==> src/rtl/cache_arb_pkg.sv <==
// Shared types for the I/D-cache memory arbiter.
package cache_arb_pkg;

  typedef enum logic [1:0] {
    ARB_IDLE,
    ARB_GNT_I,
    ARB_GNT_D
  } arb_state_t;

  typedef enum logic {
    PORT_I,
    PORT_D
  } arb_port_t;

  localparam int LINE_BYTES = 32;

endpackage

==> src/rtl/cache_mem_arbiter_if.sv <==
// One cacheline-wide dfp/memory port; the requester side is the master.
interface cache_mem_arbiter_if #(
  parameter int ADDR_W = 32,
  parameter int LINE_W = 256
);
  logic [ADDR_W-1:0] addr;
  logic              read;
  logic              write;
  logic [LINE_W-1:0] wdata;
  logic [LINE_W-1:0] rdata;
  logic              resp;

  modport master (output addr, read, write, wdata, input rdata, resp);
  modport slave  (input addr, read, write, wdata, output rdata, resp);
endinterface

==> src/rtl/arb_rr_pick.sv <==
// Combinational tie-break between the I- and D-cache requests.
module arb_rr_pick
  import cache_arb_pkg::*;
(
  input  logic      ireq_i,
  input  logic      dreq_i,
  input  arb_port_t last_gnt_i,
  input  logic      prio_i,
  output arb_port_t gnt_o
);

  // Only meaningful when at least one request is set.
  always_comb begin
    gnt_o = PORT_I;
    if (ireq_i && dreq_i) begin
      gnt_o = (prio_i || last_gnt_i == PORT_I) ? PORT_D : PORT_I;
    end else if (dreq_i) begin
      gnt_o = PORT_D;
    end
  end

endmodule

==> src/rtl/cache_mem_arbiter.sv <==
// Shares one cacheline memory port between the I-cache and D-cache.
// Optional perf counters are built when CACHE_ARB_PERF_EN is defined.
module cache_mem_arbiter
  import cache_arb_pkg::*;
#(
  parameter int ADDR_W      = 32,
  parameter int LINE_W      = LINE_BYTES * 8,
  parameter int DCACHE_PRIO = 0
`ifdef CACHE_ARB_PERF_EN
  , parameter int CNT_W     = 32
`endif
) (
  input  logic                clk,
  input  logic                rst_n,
  cache_mem_arbiter_if.slave  icache,
  cache_mem_arbiter_if.slave  dcache,
  cache_mem_arbiter_if.master mem
`ifdef CACHE_ARB_PERF_EN
  , output logic [CNT_W-1:0]  i_gnt_cnt
  , output logic [CNT_W-1:0]  d_gnt_cnt
  , output logic [CNT_W-1:0]  conflict_cnt
  , output logic [CNT_W-1:0]  wait_cyc_cnt
`endif
);

  localparam logic PRIO_D = (DCACHE_PRIO != 0);

  arb_state_t        state_q, state_d;
  arb_port_t         last_gnt_q, last_gnt_d;
  arb_port_t         pick_last, pick;
  arb_state_t        pick_state;
  logic              i_req, d_req;
  logic [ADDR_W-1:0] sel_addr;
  logic [LINE_W-1:0] sel_wdata;
  logic              sel_read, sel_write;

  assign i_req = icache.read | icache.write;
  assign d_req = dcache.read | dcache.write;

  // While granted, the current owner counts as last so a tie hands over cleanly.
  always_comb begin
    pick_last = last_gnt_q;
    if (state_q == ARB_GNT_I) pick_last = PORT_I;
    if (state_q == ARB_GNT_D) pick_last = PORT_D;
  end

  arb_rr_pick u_pick (
    .ireq_i     (i_req),
    .dreq_i     (d_req),
    .last_gnt_i (pick_last),
    .prio_i     (PRIO_D),
    .gnt_o      (pick)
  );

  assign pick_state = (pick == PORT_D) ? ARB_GNT_D : ARB_GNT_I;

  always_ff @(posedge clk or negedge rst_n) begin
    if (!rst_n) begin
      state_q    <= ARB_IDLE;
      last_gnt_q <= PORT_I;
    end else begin
      state_q    <= state_d;
      last_gnt_q <= last_gnt_d;
    end
  end

  always_comb begin
    state_d      = state_q;
    last_gnt_d   = last_gnt_q;
    icache.resp  = 1'b0;
    icache.rdata = '0;
    dcache.resp  = 1'b0;
    dcache.rdata = '0;
    unique case (state_q)
      ARB_IDLE: begin
        if (i_req || d_req) state_d = pick_state;
      end
      ARB_GNT_I: begin
        if (mem.resp) begin
          icache.resp  = 1'b1;
          icache.rdata = mem.rdata;
          last_gnt_d   = PORT_I;
          state_d      = d_req ? pick_state : ARB_IDLE;
        end
      end
      ARB_GNT_D: begin
        if (mem.resp) begin
          dcache.resp  = 1'b1;
          dcache.rdata = mem.rdata;
          last_gnt_d   = PORT_D;
          state_d      = i_req ? pick_state : ARB_IDLE;
        end
      end
      default: state_d = ARB_IDLE;
    endcase
  end

  always_comb begin
    sel_addr  = '0;
    sel_wdata = '0;
    sel_read  = 1'b0;
    sel_write = 1'b0;
    if (state_q == ARB_GNT_I) begin
      sel_addr  = icache.addr;
      sel_wdata = icache.wdata;
      sel_read  = icache.read;
      sel_write = icache.write;
    end else if (state_q == ARB_GNT_D) begin
      sel_addr  = dcache.addr;
      sel_wdata = dcache.wdata;
      sel_read  = dcache.read;
      sel_write = dcache.write;
    end
  end

  assign mem.addr  = sel_addr;
  assign mem.wdata = sel_wdata;
  assign mem.read  = sel_read;
  assign mem.write = sel_write;

`ifdef CACHE_ARB_PERF_EN
  logic [CNT_W-1:0] i_gnt_q, d_gnt_q, conflict_q, wait_q;
  logic             gnt_evt;

  function automatic logic [CNT_W-1:0] sat_inc(input logic [CNT_W-1:0] v);
    return (&v) ? v : v + 1'b1;
  endfunction

  // A new grant is decided either from IDLE or on a completing response.
  assign gnt_evt = (state_q == ARB_IDLE) || mem.resp;

  always_ff @(posedge clk or negedge rst_n) begin
    if (!rst_n) begin
      i_gnt_q    <= '0;
      d_gnt_q    <= '0;
      conflict_q <= '0;
      wait_q     <= '0;
    end else begin
      if (gnt_evt && state_d == ARB_GNT_I) i_gnt_q <= sat_inc(i_gnt_q);
      if (gnt_evt && state_d == ARB_GNT_D) d_gnt_q <= sat_inc(d_gnt_q);
      if (state_q == ARB_IDLE && i_req && d_req) conflict_q <= sat_inc(conflict_q);
      if ((i_req && state_q != ARB_GNT_I) || (d_req && state_q != ARB_GNT_D))
        wait_q <= sat_inc(wait_q);
    end
  end

  assign i_gnt_cnt    = i_gnt_q;
  assign d_gnt_cnt    = d_gnt_q;
  assign conflict_cnt = conflict_q;
  assign wait_cyc_cnt = wait_q;
`endif

  a_rw_i: assert property (@(posedge clk) disable iff (!rst_n) !(icache.read && icache.write));
  a_rw_d: assert property (@(posedge clk) disable iff (!rst_n) !(dcache.read && dcache.write));
  a_hold_i: assert property (@(posedge clk) disable iff (!rst_n) (state_q == ARB_GNT_I) |-> i_req);
  a_hold_d: assert property (@(posedge clk) disable iff (!rst_n) (state_q == ARB_GNT_D) |-> d_req);

endmodule

==> src/flat_wrapper.sv <==
// flat-port wrapper written by rule: the top's interface ports become plain ports
module cache_mem_arbiter_flat import cache_arb_pkg::*;
#(
  parameter int ADDR_W      = 32,
  parameter int LINE_W      = LINE_BYTES * 8,
  parameter int DCACHE_PRIO = 0

)
  (clk, rst_n, icache_addr, icache_read, icache_write, icache_wdata, icache_rdata, icache_resp, dcache_addr, dcache_read, dcache_write, dcache_wdata, dcache_rdata, dcache_resp, mem_addr, mem_read, mem_write, mem_wdata, mem_rdata, mem_resp);
  cache_mem_arbiter_if #(.ADDR_W(ADDR_W), .LINE_W(LINE_W)) icache_i ();
  cache_mem_arbiter_if #(.ADDR_W(ADDR_W), .LINE_W(LINE_W)) dcache_i ();
  cache_mem_arbiter_if #(.ADDR_W(ADDR_W), .LINE_W(LINE_W)) mem_i ();
  input  logic clk;
  input  logic rst_n;
  input wire logic [$bits(icache_i.addr)-1:0] icache_addr;
  input wire logic [$bits(icache_i.read)-1:0] icache_read;
  input wire logic [$bits(icache_i.write)-1:0] icache_write;
  input wire logic [$bits(icache_i.wdata)-1:0] icache_wdata;
  output wire logic [$bits(icache_i.rdata)-1:0] icache_rdata;
  output wire logic [$bits(icache_i.resp)-1:0] icache_resp;
  input wire logic [$bits(dcache_i.addr)-1:0] dcache_addr;
  input wire logic [$bits(dcache_i.read)-1:0] dcache_read;
  input wire logic [$bits(dcache_i.write)-1:0] dcache_write;
  input wire logic [$bits(dcache_i.wdata)-1:0] dcache_wdata;
  output wire logic [$bits(dcache_i.rdata)-1:0] dcache_rdata;
  output wire logic [$bits(dcache_i.resp)-1:0] dcache_resp;
  output wire logic [$bits(mem_i.addr)-1:0] mem_addr;
  output wire logic [$bits(mem_i.read)-1:0] mem_read;
  output wire logic [$bits(mem_i.write)-1:0] mem_write;
  output wire logic [$bits(mem_i.wdata)-1:0] mem_wdata;
  input wire logic [$bits(mem_i.rdata)-1:0] mem_rdata;
  input wire logic [$bits(mem_i.resp)-1:0] mem_resp;
  assign icache_i.addr = icache_addr;
  assign icache_i.read = icache_read;
  assign icache_i.write = icache_write;
  assign icache_i.wdata = icache_wdata;
  assign icache_rdata = icache_i.rdata;
  assign icache_resp = icache_i.resp;
  assign dcache_i.addr = dcache_addr;
  assign dcache_i.read = dcache_read;
  assign dcache_i.write = dcache_write;
  assign dcache_i.wdata = dcache_wdata;
  assign dcache_rdata = dcache_i.rdata;
  assign dcache_resp = dcache_i.resp;
  assign mem_addr = mem_i.addr;
  assign mem_read = mem_i.read;
  assign mem_write = mem_i.write;
  assign mem_wdata = mem_i.wdata;
  assign mem_i.rdata = mem_rdata;
  assign mem_i.resp = mem_resp;
  cache_mem_arbiter #(.ADDR_W(ADDR_W), .LINE_W(LINE_W), .DCACHE_PRIO(DCACHE_PRIO)) u_core (.clk(clk), .rst_n(rst_n), .icache(icache_i), .dcache(dcache_i), .mem(mem_i));
endmodule
==> config.mk <==
export PLATFORM = sky130hd
export DESIGN_NAME = cache_mem_arbiter_flat
export DESIGN_NICKNAME = d
export VERILOG_FILES = /design/src/rtl/cache_arb_pkg.sv /design/src/rtl/cache_mem_arbiter_if.sv /design/src/rtl/arb_rr_pick.sv /design/src/rtl/cache_mem_arbiter.sv /design/src/flat_wrapper.sv
export SDC_FILE = /design/constraint.sdc
export NUM_CORES = 1
export LEC_CHECK = 0
export CORE_AREA = 2 2 648 650
export DETAILED_ROUTE_END_ITERATION = 8
export DIE_AREA = 0 0 650 652
export PLACE_DENSITY = 0.3
export SETUP_SLACK_MARGIN = 0.3
export SKIP_CTS_REPAIR_TIMING = 1
export SYNTH_ARGS = -nofsm -noshare
export SYNTH_HDL_FRONTEND = slang
export SYNTH_SLANG_ARGS = --single-unit
==> constraint.sdc <==
create_clock -name clk -period 4.4 [get_ports clk]
set_input_delay 0.88 -clock clk [delete_from_list [all_inputs] [get_ports clk]]
set_output_delay 0.88 -clock clk [all_outputs]
set_load 0.02 [all_outputs]
==> reports/metrics.json <==
{
  "seq_area_frac_synth": {"value": 0.01075},
  "floorplan_die_width": {"value": 650, "unit": "um"},
  "clock_tree.root_cell": {"value": "clkbuf_16"},
  "grt_pass1_vias": {"value": 16831},
  "drt_pre_antenna_iters": {"value": 4},
  "reg2reg_depth": {"value": 4},
  "synthFlopType": {"value": "dfrtp_1"},
  "detailedRoute.firstIterationViolations": {"value": 1030},
  "layout_min_cycle_time": {"value": 3.751, "unit": "ns"},
  "outcome": {"value": "complete, no violations"},
  "die_h": {"value": 652, "unit": "um"},
  "die-area": {"value": 423800, "unit": "um^2"},
  "skew": {"value": 0.0001032, "unit": "ns"},
  "min_period_over_period": {"value": 0.8526},
  "clkSlewWorstSetupHoldPaths": {"value": 0.03, "unit": "ns"},
  "synth-xor-area-share": {"value": 0},
  "gate_count_post_synth": {"value": 972},
  "grt_antenna_before_repair": {"value": 494},
  "report.final.slew_viol_count": {"value": 0},
  "cap_violations": {"value": 0},
  "buf_inv_stages_crit_path": {"value": 3},
  "startpoint_type": {"value": "register"},
  "slew-limit-headroom": {"value": 0.3263},
  "area_fraction_of_the_dominant_cell_type_after_synthesis": {"value": 0.3637},
  "drc_violation_count_after_routing": {"value": 0},
  "timing.critical_path.slowest_stage_cell": {"value": "clkdlybuf4s50_1"},
  "crit_arrival": {"value": 2.87, "unit": "ns"},
  "initial_core_util": {"value": 0.01678},
  "cellLeakagePower": {"value": 0.01105, "unit": "uW"},
  "timing.hold.worst.class": {"value": "reg -> reg"},
  "ys_warn_count": {"value": 0},
  "postPlaceCellArea": {"value": 30750, "unit": "um^2"},
  "power.density": {"value": 499.6, "unit": "nW/um^2"},
  "yosys.cell_count.top_type": {"value": "a22o_1"},
  "viasPerCell": {"value": 2.223},
  "crit_path_largest_cell_delay": {"value": 1.13, "unit": "ns"},
  "required": {"value": 3.52, "unit": "ns"},
  "synth_top_family_by_area": {"value": "simple AND/OR/NAND/NOR gates"},
  "cts_max_path_buffers": {"value": 2},
  "rr_endpoint": {"value": "u_core.last_gnt_q"},
  "synthDistinctLibCells": {"value": 22},
  "rows": {"value": 237},
  "io_buffer_count": {"value": 1642},
  "crit-reg2reg-launch": {"value": "u_core.state_q[1]"},
  "top_post_synthesis_cells_by_count": {"value": "a22o_1 (290), and2_1 (256), and3_1 (256)"},
  "core": {"value": 416000, "unit": "um^2"},
  "clk-insertion-delay-late": {"value": 0.23, "unit": "ns"},
  "gpl.final_weighted_congestion": {"value": 1.034},
  "routedWlPerCell": {"value": 46.66, "unit": "um"},
  "timing.fmax": {"value": 0.2666, "unit": "GHz"},
  "area_growth_syn_to_layout": {"value": 344.1, "unit": "%"},
  "ys_top_cells_by_area": {"value": "a22o_1 (36%), and2_1 (23%), and3_1 (23%)"},
  "hold_viol": {"value": 0},
  "rsz_0062_raised_after_global_routing": {"value": "no"},
  "clock_tree.htree_level_count": {"value": 1},
  "synth.largest_area_cell": {"value": "a22o_1"},
  "whs_endpoint": {"value": "u_core.last_gnt_q"},
  "tritoncts.num_buffers": {"value": 3},
  "total_wirelength_of_the_detailed_routed_design": {"value": 378200, "unit": "um"},
  "synth_seq_cells": {"value": 3},
  "tightest_slew": {"value": 1.007, "unit": "ns"},
  "post_synth_and_or_nand_nor_area_fraction": {"value": 0.4639},
  "fin_setup_tns": {"value": 0, "unit": "ns"},
  "max_ir_drop_vdd": {"value": 0.0002267, "unit": "V"},
  "antenna_left": {"value": 0},
  "design.portCount": {"value": 1643},
  "critical_path_class": {"value": "reg -> out"},
  "hold_depth": {"value": 1},
  "hold_path_startpoint": {"value": "u_core.last_gnt_q"},
  "postSynthNetCount": {"value": 1811},
  "synth-adder-area-share": {"value": 0},
  "crit_path_max_fanout": {"value": 29},
  "synth_mux_area_frac": {"value": 0.001433},
  "layout.nets": {"value": 3374},
  "crit_chain": {"value": "nor2b_4, buf_12, buf_4, a22o_1, clkdlybuf4s50_1"},
  "synth_area_per_cell": {"value": 7.184, "unit": "um^2"},
  "grt.overflow.total": {"value": 0},
  "setup_viol": {"value": 0},
  "synth_enable_flop_cells": {"value": 0},
  "groute.usage.overall": {"value": 0.1713},
  "synth_async_sr_flop_share": {"value": 1.000},
  "path_delay_family": {"value": "buffers and inverters"},
  "route.vias.total": {"value": 18017},
  "dpl.hpwl": {"value": 363800, "unit": "um"},
  "synth_compound_gate_area_share": {"value": 0.3707},
  "clock_tree_from_tritoncts": {"value": "yes"},
  "combined_area_of_all_synthesized_cells": {"value": 6983, "unit": "um^2"},
  "grt_pass1_wl": {"value": 419200, "unit": "um"},
  "numClockSinks": {"value": 3},
  "drive_above_1_share": {"value": 0.1685},
  "pin_count_of_the_biggest_net_entering_global_routing": {"value": 122},
  "reg2reg_setup_slack": {"value": 2.79, "unit": "ns"},
  "final_area": {"value": 31010, "unit": "um^2"},
  "cp-end-kind": {"value": "primary output"}
}
area by class of cell:
cell class              instances  area [um^2]
fillers                     48733       385000
repair buffers               1709        17940
well taps                    5497         6878
multi-input cells             816         5852
diodes                         74        185.2
clock buffers                   4        78.83
flip-flops and latches          3        75.07
inverters                       2        7.507
how the worst max path moves through the flow:
stage | startpoint | end | depth (start not counted)
2_1_floorplan | mem_resp | dcache_rdata[100] | 6
3_5_place_dp | mem_resp | dcache_rdata[121] | 5
6_report | u_core.state_q[1] | mem_wdata[152] | 5
5_1_grt | u_core.state_q[0] | mem_wdata[54] | 5
4_1_cts | u_core.state_q[0] | mem_wdata[52] | 5
3_3_place_gp | mem_resp | dcache_rdata[121] | 5
registers in the layout, indices dropped and copies added (netlist names):
signal and count:
u_core.last_gnt_q 1, u_core.state_q 2
worst register-to-register path, cell delays in order (launching register included):
cell and delay [ns]:
dfrtp_1 0.45, nor2b_4 0.23, buf_12 0.37, nand2_1 0.22
a21o_1 0.21
where the power goes:
part / switching [uW] / internal, uW
logic: 9880 / 5410
clock network: 24.5 / 119
registers: 21.3 / 41.7
layout by cell type, fill, tap and decap left out:
cell,n
a21o_1,1
a21oi_1,1
a22o_1,290
and2_1,256
and2b_4,1
and3_1,256
and3b_4,1
buf_12,150
buf_4,270
buf_8,1
clkbuf_1,1
clkbuf_16,3
clkdlybuf4s50_1,1288
dfrtp_1,3
diode_2,74
inv_1,2
mux2i_1,1
nand2_1,1
nand2b_1,1
nor2_1,1
nor2b_4,1
o211ai_1,1
o21a_1,2
o21ai_0,1
o221ai_1,1
metal layers:
metal | GRT usage | vias to the layer above | part of all wire
met4 | 0.01653 | 272 | 0.017
met5 | 0 | - | 0.0053
li1 | - | 6862 | -
met1 | 0.1805 | 8385 | 0.36
met2 | 0.2761 | 1776 | 0.44
met3 | 0.1346 | 722 | 0.17
kinds of logic after synthesis:
group,Yosys count
buffers and inverters,153
and+or+nand+nor,518
muxes,1
DFF,3
AOI/OAI and AO/OA,297
per-stage QoR:
stage	cells	hold slack, ns	total power, uW	utilization	setup WS (ns)
floorplan	972	0.4725	5622	-	1.722
global placement	8027	0.4954	15790	0.07391	0.6784
detailed placement	8027	0.5423	15800	0.07391	0.6514
CTS	8031	0.5502	15970	0.07410	0.5684
global route	8060	0.5677	16250	0.07427	0.4953
finish	8105	0.5494	15490	0.07454	0.6487
(Power assumes the default switching activity.)
